**src/rtl/function_unit_encoder.sv**
```systemverilog
// Serialises one write request into "setValue" + ID byte + N data bytes (LSB first).
// Latency: request accepted at cycle t, first byte valid at t+1; one byte/cycle when unstalled.
// Backpressure: io_cmd_ready=0 holds payload and state; io_req_ready=1 only while idle.
//
// Ports:
//   clk, reset            - clock (rising edge), asynchronous active-high reset
//   io_req_valid/ready    - request handshake; ready is high only in IDLE
//   io_req_payload_sel    - target 0=A, 1=B, 2=C, 3=invalid (consumed and dropped)
//   io_req_payload_data   - 48-bit value, byte0 = data[7:0]
//   io_cmd_valid/ready    - output byte handshake (valid and payload are registered)
//   io_cmd_payload        - output byte; holds its last value while idle
//   io_busy               - high while a frame is in progress
module function_unit_encoder #(
    parameter int BYTES_A = 1,
    parameter int BYTES_B = 4,
    parameter int BYTES_C = 6
) (
    input  logic        clk,
    input  logic        reset,
    input  logic        io_req_valid,
    output logic        io_req_ready,
    input  logic [1:0]  io_req_payload_sel,
    input  logic [47:0] io_req_payload_data,
    output logic        io_cmd_valid,
    input  logic        io_cmd_ready,
    output logic [7:0]  io_cmd_payload,
    output logic        io_busy
);

    typedef enum logic [1:0] {
        ST_IDLE   = 2'd0,
        ST_HEADER = 2'd1,
        ST_ID     = 2'd2,
        ST_DATA   = 2'd3
    } state_t;

    localparam logic [2:0] LEN_A = 3'(BYTES_A);
    localparam logic [2:0] LEN_B = 3'(BYTES_B);
    localparam logic [2:0] LEN_C = 3'(BYTES_C);

    // ASCII "setValue", index 0 sent first.
    function automatic logic [7:0] f_hdr_byte(input logic [2:0] idx);
        logic [7:0] b;
        case (idx)
            3'd0:    b = 8'h73; // s
            3'd1:    b = 8'h65; // e
            3'd2:    b = 8'h74; // t
            3'd3:    b = 8'h56; // V
            3'd4:    b = 8'h61; // a
            3'd5:    b = 8'h6C; // l
            3'd6:    b = 8'h75; // u
            default: b = 8'h65; // e
        endcase
        return b;
    endfunction

    function automatic logic [7:0] f_id_byte(input logic [1:0] sel);
        logic [7:0] b;
        case (sel)
            2'd0:    b = 8'h41;
            2'd1:    b = 8'h42;
            default: b = 8'h43;
        endcase
        return b;
    endfunction

    function automatic logic [2:0] f_len(input logic [1:0] sel);
        logic [2:0] n;
        case (sel)
            2'd0:    n = LEN_A;
            2'd1:    n = LEN_B;
            default: n = LEN_C;
        endcase
        return n;
    endfunction

    function automatic logic [7:0] f_data_byte(input logic [47:0] d, input logic [2:0] idx);
        logic [7:0] b;
        case (idx)
            3'd0:    b = d[7:0];
            3'd1:    b = d[15:8];
            3'd2:    b = d[23:16];
            3'd3:    b = d[31:24];
            3'd4:    b = d[39:32];
            3'd5:    b = d[47:40];
            default: b = 8'h00;
        endcase
        return b;
    endfunction

    state_t      r_state;
    logic [2:0]  r_hdr_cnt;
    logic [2:0]  r_dat_cnt;
    logic [1:0]  r_sel;
    logic [47:0] r_data;
    logic        r_cmd_valid;
    logic [7:0]  r_cmd_payload;

    state_t      w_state_nxt;
    logic [2:0]  w_hdr_cnt_nxt;
    logic [2:0]  w_dat_cnt_nxt;
    logic [1:0]  w_sel_nxt;
    logic [47:0] w_data_nxt;
    logic        w_cmd_valid_nxt;
    logic [7:0]  w_cmd_payload_nxt;
    logic        w_xfer;
    logic [2:0]  w_len;

    assign w_xfer = r_cmd_valid && io_cmd_ready;
    assign w_len  = f_len(r_sel);

    // Next-state logic. The payload for the following byte is computed here and
    // registered, so the output stays a flop and still advances every cycle.
    always_comb begin
        w_state_nxt       = r_state;
        w_hdr_cnt_nxt     = r_hdr_cnt;
        w_dat_cnt_nxt     = r_dat_cnt;
        w_sel_nxt         = r_sel;
        w_data_nxt        = r_data;
        w_cmd_valid_nxt   = r_cmd_valid;
        w_cmd_payload_nxt = r_cmd_payload;

        case (r_state)
            ST_IDLE: begin
                w_cmd_valid_nxt = 1'b0;
                // sel=3 is consumed by the handshake but produces nothing.
                if (io_req_valid && io_req_payload_sel != 2'd3) begin
                    w_sel_nxt         = io_req_payload_sel;
                    w_data_nxt        = io_req_payload_data;
                    w_state_nxt       = ST_HEADER;
                    w_hdr_cnt_nxt     = 3'd0;
                    w_dat_cnt_nxt     = 3'd0;
                    w_cmd_valid_nxt   = 1'b1;
                    w_cmd_payload_nxt = f_hdr_byte(3'd0);
                end
            end
            ST_HEADER: begin
                if (w_xfer) begin
                    if (r_hdr_cnt == 3'd7) begin
                        w_state_nxt       = ST_ID;
                        w_hdr_cnt_nxt     = 3'd0;
                        w_cmd_payload_nxt = f_id_byte(r_sel);
                    end else begin
                        w_hdr_cnt_nxt     = r_hdr_cnt + 3'd1;
                        w_cmd_payload_nxt = f_hdr_byte(r_hdr_cnt + 3'd1);
                    end
                end
            end
            ST_ID: begin
                if (w_xfer) begin
                    w_state_nxt       = ST_DATA;
                    w_dat_cnt_nxt     = 3'd0;
                    w_cmd_payload_nxt = f_data_byte(r_data, 3'd0);
                end
            end
            default: begin // ST_DATA
                if (w_xfer) begin
                    if (r_dat_cnt == w_len - 3'd1) begin
                        // Payload keeps the last data byte while idle.
                        w_state_nxt     = ST_IDLE;
                        w_dat_cnt_nxt   = 3'd0;
                        w_cmd_valid_nxt = 1'b0;
                    end else begin
                        w_dat_cnt_nxt     = r_dat_cnt + 3'd1;
                        w_cmd_payload_nxt = f_data_byte(r_data, r_dat_cnt + 3'd1);
                    end
                end
            end
        endcase
    end

    always_ff @(posedge clk or posedge reset) begin
        if (reset) begin
            r_state       <= ST_IDLE;
            r_hdr_cnt     <= 3'd0;
            r_dat_cnt     <= 3'd0;
            r_sel         <= 2'd0;
            r_data        <= 48'd0;
            r_cmd_valid   <= 1'b0;
            r_cmd_payload <= 8'h00;
        end else begin
            r_state       <= w_state_nxt;
            r_hdr_cnt     <= w_hdr_cnt_nxt;
            r_dat_cnt     <= w_dat_cnt_nxt;
            r_sel         <= w_sel_nxt;
            r_data        <= w_data_nxt;
            r_cmd_valid   <= w_cmd_valid_nxt;
            r_cmd_payload <= w_cmd_payload_nxt;
        end
    end

    assign io_req_ready   = (r_state == ST_IDLE);
    assign io_busy        = (r_state != ST_IDLE);
    assign io_cmd_valid   = r_cmd_valid;
    assign io_cmd_payload = r_cmd_payload;

endmodule

```
**config.mk**
```make
export PLATFORM = sky130hd
export DESIGN_NAME = function_unit_encoder
export DESIGN_NICKNAME = d
export VERILOG_FILES = /design/src/rtl/function_unit_encoder.sv
export SDC_FILE = /design/constraint.sdc
export NUM_CORES = 1
export LEC_CHECK = 0
export CAP_MARGIN = 20
export CORE_MARGIN = 10
export CORE_UTILIZATION = 50
export DETAILED_ROUTE_END_ITERATION = 8
export PLACE_DENSITY = 0.82
export SETUP_SLACK_MARGIN = 0.5
export SKIP_CTS_REPAIR_TIMING = 1
export SLEW_MARGIN = 20
export SYNTH_ARGS = -nofsm -noshare
export SYNTH_HDL_FRONTEND = slang
export SYNTH_SLANG_ARGS = --single-unit
```
**constraint.sdc**
```tcl
create_clock -name clk -period 3 [get_ports clk]
set_clock_uncertainty 0.2 [all_clocks]
set_input_delay 0.3 -clock clk [delete_from_list [all_inputs] [get_ports clk]]
set_output_delay 0.3 -clock clk [all_outputs]
set_load 0.01 [all_outputs]
```
# After elaboration in Yosys (flattened, before gate mapping)
# Index checks and enable logic that the tools add are counted.
# Widths: inputs -> output; s select.
[totals] register_bits=67 word_cells=81
[classes] addsub=3 n_eq_ne=21 n_mux=30 n_bitwise=2 reduce_logical=18
[ops] cell="$mux 8" count=6
[ops] cell="$pmux 8 s6" count=1
[ops] cell="$pmux 6 s6" count=1
[ops] cell="$pmux 8 s3" count=1
[ops] cell="$eq 3x3->1 const B" count=6
[ops] cell="$mux 3" count=6
[ops] cell="$eq 3x2->1 const B" count=4
[ops] cell="$mux 2" count=6
[ops] cell="$pmux 3 s2" count=2
[ops] cell="$pmux 3 s3" count=1
[ops] cell="$ne 2x2->1 const B" count=4
[ops] cell="$reduce_bool 2->1" count=4
[ops] cell="$add 3x1->3 const B" count=2
[ops] cell="$logic_not 3->1" count=2
[ops] cell="$pmux 2 s3" count=1
[ops] cell="$reduce_and 3->1" count=2
[ops] cell="$reduce_and 6->1" count=1
[ops] cell="$reduce_and 5->1" count=1
[ops] cell="$eq 2x1->1 const B" count=2
[ops] cell="$logic_not 2->1" count=2
[ops] cell="$ne 4x2->1 const B" count=1
[ops] cell="$pmux 2 s2" count=1
[ops] cell="$reduce_and 4->1" count=1
[ops] cell="$reduce_bool 4->1" count=1
[ops] cell="other kinds (11)" count=15

# Logic depth before layout (Yosys ltp)
# Gate-level depths: netlist (run 1).
[logic_depth] ltp_word=7 mapped_depth=9

# Least setup slack after synthesis (run 1)
# No wires, ideal clock.
[synth_path] path_type="reg2reg" from="register r_hdr_cnt[0]" to="register r_cmd_payload[5], in the netlist io_cmd_payload[5]" setup_time_ps=125 arrival_time_ps=1889 path_slack_ps=787 stages_incl_launch_ff=8 n_path_buf=0 period_less_slack_ps=2213 path_cell_list="dfrtp_1 -> ha_1 -> ha_1 -> nor4b_1 -> nor2_1 -> a2111oi_0 -> a21oi_1 -> mux2_2"
[synth_via] elab_chain_len=6 word_cells_on_any_way=12
[synth_rtl] element="start, declared" line="92" text="logic [2:0] r_hdr_cnt;"
[synth_rtl] element="start signal, assigned" line="183" text="r_hdr_cnt <= w_hdr_cnt_nxt;"
[synth_rtl] element="$add 3x1->3" line="145" text="w_cmd_payload_nxt = f_hdr_byte(r_hdr_cnt + 3'd1);"
[synth_rtl] element="$eq 3x3->1, or another cell as far along" line="44" text="case (idx)"
[synth_rtl] element="$pmux 6 s6" line="44"
[synth_rtl] element="$mux 8 (*)" line="139" text="if (r_hdr_cnt == 3'd7) begin"
[synth_rtl] element="$mux 8 (*)" line="138" text="if (w_xfer) begin"
[synth_rtl] element="$pmux 8 s3 (*)" line="123" text="case (r_state)"
[synth_rtl] element="end signal, assigned" line="188" text="r_cmd_payload <= w_cmd_payload_nxt;"
[synth_rtl] element="end, declared" line="97" text="logic [7:0] r_cmd_payload;"
# Mark *: on every way between the ends. The rest lies on a longest branch, timed or not. The select of a mux whose other input is x is not followed.
# A chain may end at the register's enable or synchronous reset.

# Worst setup path after layout (run 1)
[layout_path] from="register r_dat_cnt[0]" to="register r_cmd_payload[6], in the netlist io_cmd_payload[6]"
[layout_via] elab_chain_len=6 word_cells_on_any_way=14
[layout_rtl] element="start, declared" line="93" text="logic [2:0] r_dat_cnt;"
[layout_rtl] element="start signal, assigned" line="184" text="r_dat_cnt <= w_dat_cnt_nxt;"
[layout_rtl] element="$add 3x1->3" line="165" text="w_cmd_payload_nxt = f_data_byte(r_data, r_dat_cnt + 3'd1);"
[layout_rtl] element="$eq 3x3->1, or another cell as far along" line="79" text="case (idx)"
[layout_rtl] element="$pmux 8 s6" line="79"
[layout_rtl] element="$mux 8" line="158" text="if (r_dat_cnt == w_len - 3'd1) begin"
[layout_rtl] element="$mux 8" line="157" text="if (w_xfer) begin"
[layout_rtl] element="$pmux 8 s3" line="123"
# Parallel ways exist; a longest one is shown, timed or not. The select of a mux whose other input is x is not followed.

==> flow_summary.json, run 1 <==
{
  "setup_slack_ns": 0.5850,
  "hold_viol_final": 0,
  "rr_startpoint": "r_dat_cnt[0]",
  "hold_path_end": "r_data[27]",
  "synth_edf_count": 0,
  "yosysSeqAreaShare_pct": 48.69,
  "leakagePower_nw": 1.876,
  "dieWidth_um": 103.0,
  "start_util_pct": 50.96,
  "rrSetupSlack_ns": 0.59,
  "fillers": 498,
  "fin_tns_setup_ns": 0,
  "hold_ws_ns": 0.3110,
  "synthFlopType": "dfrtp_1",
  "min_from": "r_data[27]",
  "antenna_left": 0,
  "synth_async_sr_flop_share_pct": 100.0,
  "cts_tree": "built",
  "end_kind": "register",
  "cts.reportedPaths.clkPinSlew_ns": 0.07,
  "cts_root_buf": "clkbuf_8",
  "yosys_warnings": 0,
  "insertion_delay_ns": 0.34,
  "grt_pass1_vias": 2659,
  "max-vdd-ir-drop_uv": 504.7,
  "io_pins": 65,
  "layout-drive-gt1-share_pct": 28.25,
  "antenna_found_initial": 0,
  "cp.arrival_ns": 2.44,
  "final_util_pct": 65.13,
  "min_delay_path_depth": 1,
  "portBuffers": 64,
  "worstMarginPinSlew_ns": 0.8418,
  "synthToLayoutAreaGrowth_pct": 27.80,
  "ys_types": 44,
  "gp_congestion": 0.8632,
  "placed_area_um2": 4136,
  "drcViolationCount": 0,
  "maxSlewViolCount": 0,
  "numClockSinks": 67,
  "grt_max_degree": 68,
  "cts_made_buffers": 9,
  "min_path_type": "reg2reg",
  "synth_cells": 284,
  "mappedNetlistArea_um2": 3443,
  "rsz0062_at_grt": "no",
  "ys_ff_latch": 67,
  "crit_path_start_kind": "register",
  "worstPathRequired_ns": 3.03,
  "track_usage_pct": 15.59,
  "worst-setup-path-type": "reg2reg",
  "max_freq_mhz": 414.1,
  "setup_viol": 0,
  "period_minus_slack_ns": 2.415,
  "slew_headroom_pct": 43.88,
  "fin_nets": 418,
  "design_area_um2": 4400,
  "die-area_um2": 10610,
  "dpl.hpwl_um": 5897,
  "htree_levels": 3,
  "path_max_fanout": 11,
  "r2r_cells": 7,
  "timing.rr.end": "io_cmd_payload[6]",
  "synthesis.nets": 353,
  "wl_um": 8231,
  "status": "complete, no violations",
  "yosys-top-cells-area": "dfrtp_1 49%, mux2_2 21%, ha_1 5.5%",
  "synth_top_cell_by_area": "dfrtp_1",
  "firstDrtPassIters": 4,
  "drt_iter0_drc": 141,
  "yosysTopAreaCellShare_pct": 48.69,
  "die_height_um": 103.0,
  "rows": 30,
  "clockBufferDepth": 2,
  "dp_worst_setup_slack_ns": 0.5479,
  "viasPerCell": 5.843,
  "p_per_area_nw_per_um2": 1070,
  "vias": 2536,
  "fin_crit_sh_pct": 80.50,
  "grt_overflow": 0,
  "core_area_um2": 6756,
  "cap_violations": 0,
  "synth_area_per_cell_um2": 12.12,
  "wire_per_inst_um": 18.97,
  "grt_pass1_wl_um": 12880,
  "antenna_cells": 0
}
power breakdown:
part	total [W]	switching (W)	internal (W)
combinational	0.00224	0.00102	0.00122
clock	0.000762	0.000356	0.000406
sequential	0.00171	0.000343	0.00136
total	0.00471	0.00172	0.00299
worst max-delay path: stages, from the launching register on:
cell and delay (ns):
dfrtp_1 0.45, ha_1 0.27, xor2_2 0.19, buf_8 0.18, mux2_2 0.36, a221oi_2 0.31, nor2_1 0.08, mux2_2 0.26
layer usage:
layer  GRT usage, %  vias to the layer above  wire length (um)
met1          19.51                     1275              3654
met5              0                        -                 0
li1               -                     1174                 -
met2          24.82                       73              3992
met3          3.686                       14               442
met4          7.380                        0               142
placed cells by master (no fill, tap or decap), drive strengths merged, types with 3 or more instances in the layout:
cell type | Yosys | layout
clkbuf | 7 | 11
o31ai | 3 | 3
a22o | 6 | 6
a2111oi | 3 | 3
a221oi | 3 | 3
a21oi | 12 | 12
ha | 15 | 15
clkdlybuf4s50 | 0 | 64
a31oi | 4 | 4
nor2 | 13 | 13
dfrtp | 67 | 67
a22oi | 10 | 10
o21ai | 11 | 11
mux2 | 67 | 67
inv | 11 | 12
nand2b | 4 | 4
nand2 | 11 | 11
buf | 9 | 5
worst max path at each step:
stage	from	slack, ns	to	cells after the start
4_1_cts	r_dat_cnt[1]	0.47	io_cmd_payload[6]	7
6_report	r_dat_cnt[0]	0.59	io_cmd_payload[6]	7
3_3_place_gp	r_dat_cnt[0]	0.58	io_cmd_payload[3]	7
3_5_place_dp	r_dat_cnt[1]	0.55	io_cmd_payload[6]	7
5_1_grt	r_dat_cnt[0]	0.46	io_cmd_payload[6]	7
2_1_floorplan	r_hdr_cnt[0]	0.79	io_cmd_payload[5]	7
synth_stat cells, types with 3 or more instances:
cell type,count
a2111oi_0,3
a21oi_1,12
a22o_1,6
a22oi_1,10
a31oi_1,4
buf_1,5
clkbuf_1,7
dfrtp_1,67
ha_1,15
inv_1,11
mux2_2,65
nand2_1,11
nand2b_1,4
nor2_1,13
o21ai_0,11
o31ai_1,3
flip-flops by register name, indices dropped and copies added (netlist names):
name,flops
r_sel,2
r_dat_cnt,3
r_data,48
io_cmd_payload,8
r_state,2
r_hdr_cnt,3
io_cmd_valid,1
per-stage QoR:
stage               instances  total power, W
floorplan                 284        0.003182
global placement          416        0.003726
detailed placement        416        0.003808
CTS                       432        0.004588
global route              434        0.005006
finish                    434        0.004707
layout make-up:
type / count / area [um^2] / area share [%]
clock buffer: 10 / 137.6 / 3.128
inverter: 11 / 41.29 / 0.9383
multi-input combinational: 190 / 1669 / 37.93
clock inverter: 6 / 63.81 / 1.450
sequential: 67 / 1678 / 38.13
tap: 80 / 100.1 / 2.275
timing repair buffer: 70 / 710.7 / 16.15
logic make-up (layout without fill, tap and decap cells):
logic type	after synthesis	count (layout)	synth area share (%)
AO/OA/AOI/OAI	66	66	13.88
XOR/XNOR	1	1	0.4725
adder cells (fa/ha/maj)	15	15	5.451
buffers and inverters	27	97	3.525
flip-flops	67	67	48.69
multiplexers	67	67	22.13
AND/OR/NAND/NOR	41	41	5.850
Note: power is estimated with default switching activity, not from simulation.
==> run 2, diff against run 1 <==
--- a/config.mk
+++ b/config.mk
@@ -7,9 +7,9 @@
 export LEC_CHECK = 0
 export CAP_MARGIN = 20
 export CORE_MARGIN = 10
-export CORE_UTILIZATION = 50
+export CORE_UTILIZATION = 47
 export DETAILED_ROUTE_END_ITERATION = 8
-export PLACE_DENSITY = 0.82
+export PLACE_DENSITY = 0.81
 export SETUP_SLACK_MARGIN = 0.5
 export SKIP_CTS_REPAIR_TIMING = 1
 export SLEW_MARGIN = 20
==> constraint.sdc (replaced) <==
create_clock -name clk -period 2.2 [get_ports clk]
set_clock_uncertainty 0.2 [all_clocks]
set_input_delay 0.22 -clock clk [delete_from_list [all_inputs] [get_ports clk]]
set_output_delay 0.22 -clock clk [all_outputs]
set_load 0.01 [all_outputs]
==> run 2 against run 1 <==
Net effect: the flow now finishes with violations (setup timing); sequential share of layout area decreased by 5.8 points; sequential power increased by 38%; worst hold slack got worse by 0.22 ns; combinational power increased by 92%; sequential cell count unchanged; largest cell class is now multi-input gates; highest routed layer unchanged.
==> flow_summary.json, run 2 (same netlist as run 1, synthesis figures left out) <==
{
  "status": "finished with violations",
  "violations": "setup timing",
  "critPathCapture": "io_cmd_payload[0]",
  "layout-drive-gt1-share_pct": 40.41,
  "wl_um": 10570,
  "fin_total_pwr_w": 0.007788,
  "dpl.hpwl_um": 6384,
  "min_path_type": "in2async",
  "cts.reportedPaths.clkPinSlew_ns": 0.08,
  "final_util_pct": 72.43,
  "gp_congestion": 0.8512,
  "maxSlewViolCount": 0,
  "timing.rr.end": "io_cmd_payload[0]",
  "cts_tree": "built",
  "setup_viol": 8,
  "final_cell_mix": "66 x dfrtp_1, 54 x mux2_4, 54 x clkdlybuf4s50_1",
  "rrSetupSlack_ns": -0.06,
  "insertion_delay_ns": 0.35,
  "cap_violations": 0,
  "crit_path_start_kind": "register",
  "end_kind": "register",
  "io_pins": 65,
  "numClockSinks": 67,
  "cts_root_buf": "clkbuf_8",
  "grt_overflow": 0,
  "vias": 2833,
  "worst-setup-path-type": "reg2reg",
  "hold_ws_ns": 0.09590,
  "core_area_um2": 7176,
  "start_util_pct": 47.99,
  "r2r_cells": 7,
  "placed_area_um2": 4467,
  "drcViolationCount": 0,
  "crit_path_start": "r_dat_cnt[1]",
  "dieWidth_um": 105.6,
  "antenna_cells": 0,
  "grt_pass1_vias": 2883,
  "firstDrtPassIters": 6,
  "max_freq_mhz": 442.4,
  "fin_nets": 450,
  "synthToLayoutAreaGrowth_pct": 50.94,
  "clockBufferDepth": 2,
  "design_area_um2": 5197,
  "placedCellCount": 458,
  "hold_viol_final": 0,
  "viasPerCell": 5.841,
  "rows": 31,
  "cp.arrival_ns": 2.30,
  "max-vdd-ir-drop_uv": 710.7,
  "setup_slack_ns": -0.06035,
  "wire_per_inst_um": 21.79,
  "cts_made_buffers": 9,
  "grt_max_degree": 68,
  "rr_startpoint": "r_dat_cnt[1]",
  "htree_levels": 3,
  "track_usage_pct": 15.73,
  "leakagePower_nw": 2.452,
  "rsz0062_at_grt": "yes",
  "die_height_um": 105.6,
  "portBuffers": 64,
  "fillers": 464,
  "final_common_cell": "dfrtp_1",
  "top_register": "r_data",
  "antenna_left": 0,
  "p_per_area_nw_per_um2": 1498,
  "slew_headroom_pct": 64.32,
  "period_minus_slack_ns": 2.260,
  "path_max_fanout": 8,
  "grt_pass1_wl_um": 14050,
  "drt_iter0_drc": 177,
  "fin_crit_sh_pct": 102.7,
  "die-area_um2": 11150,
  "finalNonFillerCells": 485,
  "antenna_found_initial": 0,
  "largest_reg_flops": 48,
  "worstPathRequired_ns": 2.24,
  "worstMarginPinSlew_ns": 0.5353
}
[run 2: cell types whose count changed in the layout (fill, tap and decap cells not counted), sizes merged]
cell	previous run	this run
inv	12	10
bufinv	1	2
clkinv	2	3
dlymetal6s2s	0	8
buf	5	36
clkbuf	11	14
clkdlybuf4s50	64	54
[run 2: how the worst min path moves through the flow]
| stage | end |
|---|---|
| finish | r_data[16] |
| global route | r_data[16] |
| CTS | r_data[16] |
| detailed placement | r_data[30] |
| global placement | r_data[31] |
| floorplan | io_cmd_payload[0] |
[run 2: layer usage]
layer  GRT usage, %  vias to the layer above  share of wire, %
met5              0                        -                 0
met3          5.664                       31               6.9
li1               -                     1244                 -
met1          17.23                     1424                39
met2          27.38                      134                50
met4          5.899                        0               3.7
[run 2: worst max-delay path, stage by stage (launching register included)]
cell and delay (ns):
dfrtp_1 0.39, buf_4 0.18, inv_1 0.09, ha_2 0.26, a222oi_1 0.46, o211a_1 0.23
a21oi_1 0.08, mux2_2 0.26
[run 2: where the power goes]
part	total [W]	leakage (nW)	internal [W]	switching, W
sequential	0.00236	0.799	0.00186	0.000499
clock	0.00113	0.106	0.000640	0.000490
combinational	0.00430	1.55	0.00246	0.00184
total	0.00779	2.45	0.00496	0.00283
[run 2: per-stage QoR]
stage	TNS, ns	setup WS [ns]
floorplan	0	0.06122
global placement	-0.003010	-0.003010
detailed placement	-0.3096	-0.05712
CTS	-0.2549	-0.09681
global route	-0.6404	-0.1120
finish	-0.2474	-0.06035
[run 2: final cells by class]
cell class	count	area [um^2]	area share (%)
well taps	99	123.9	2.383
flip-flops and latches	67	1678	32.28
repair buffers	102	1107	21.30
clock buffers	10	127.6	2.455
clock inverters	6	90.09	1.733
multi-input cells	190	2023	38.93
inverters	11	47.55	0.9148
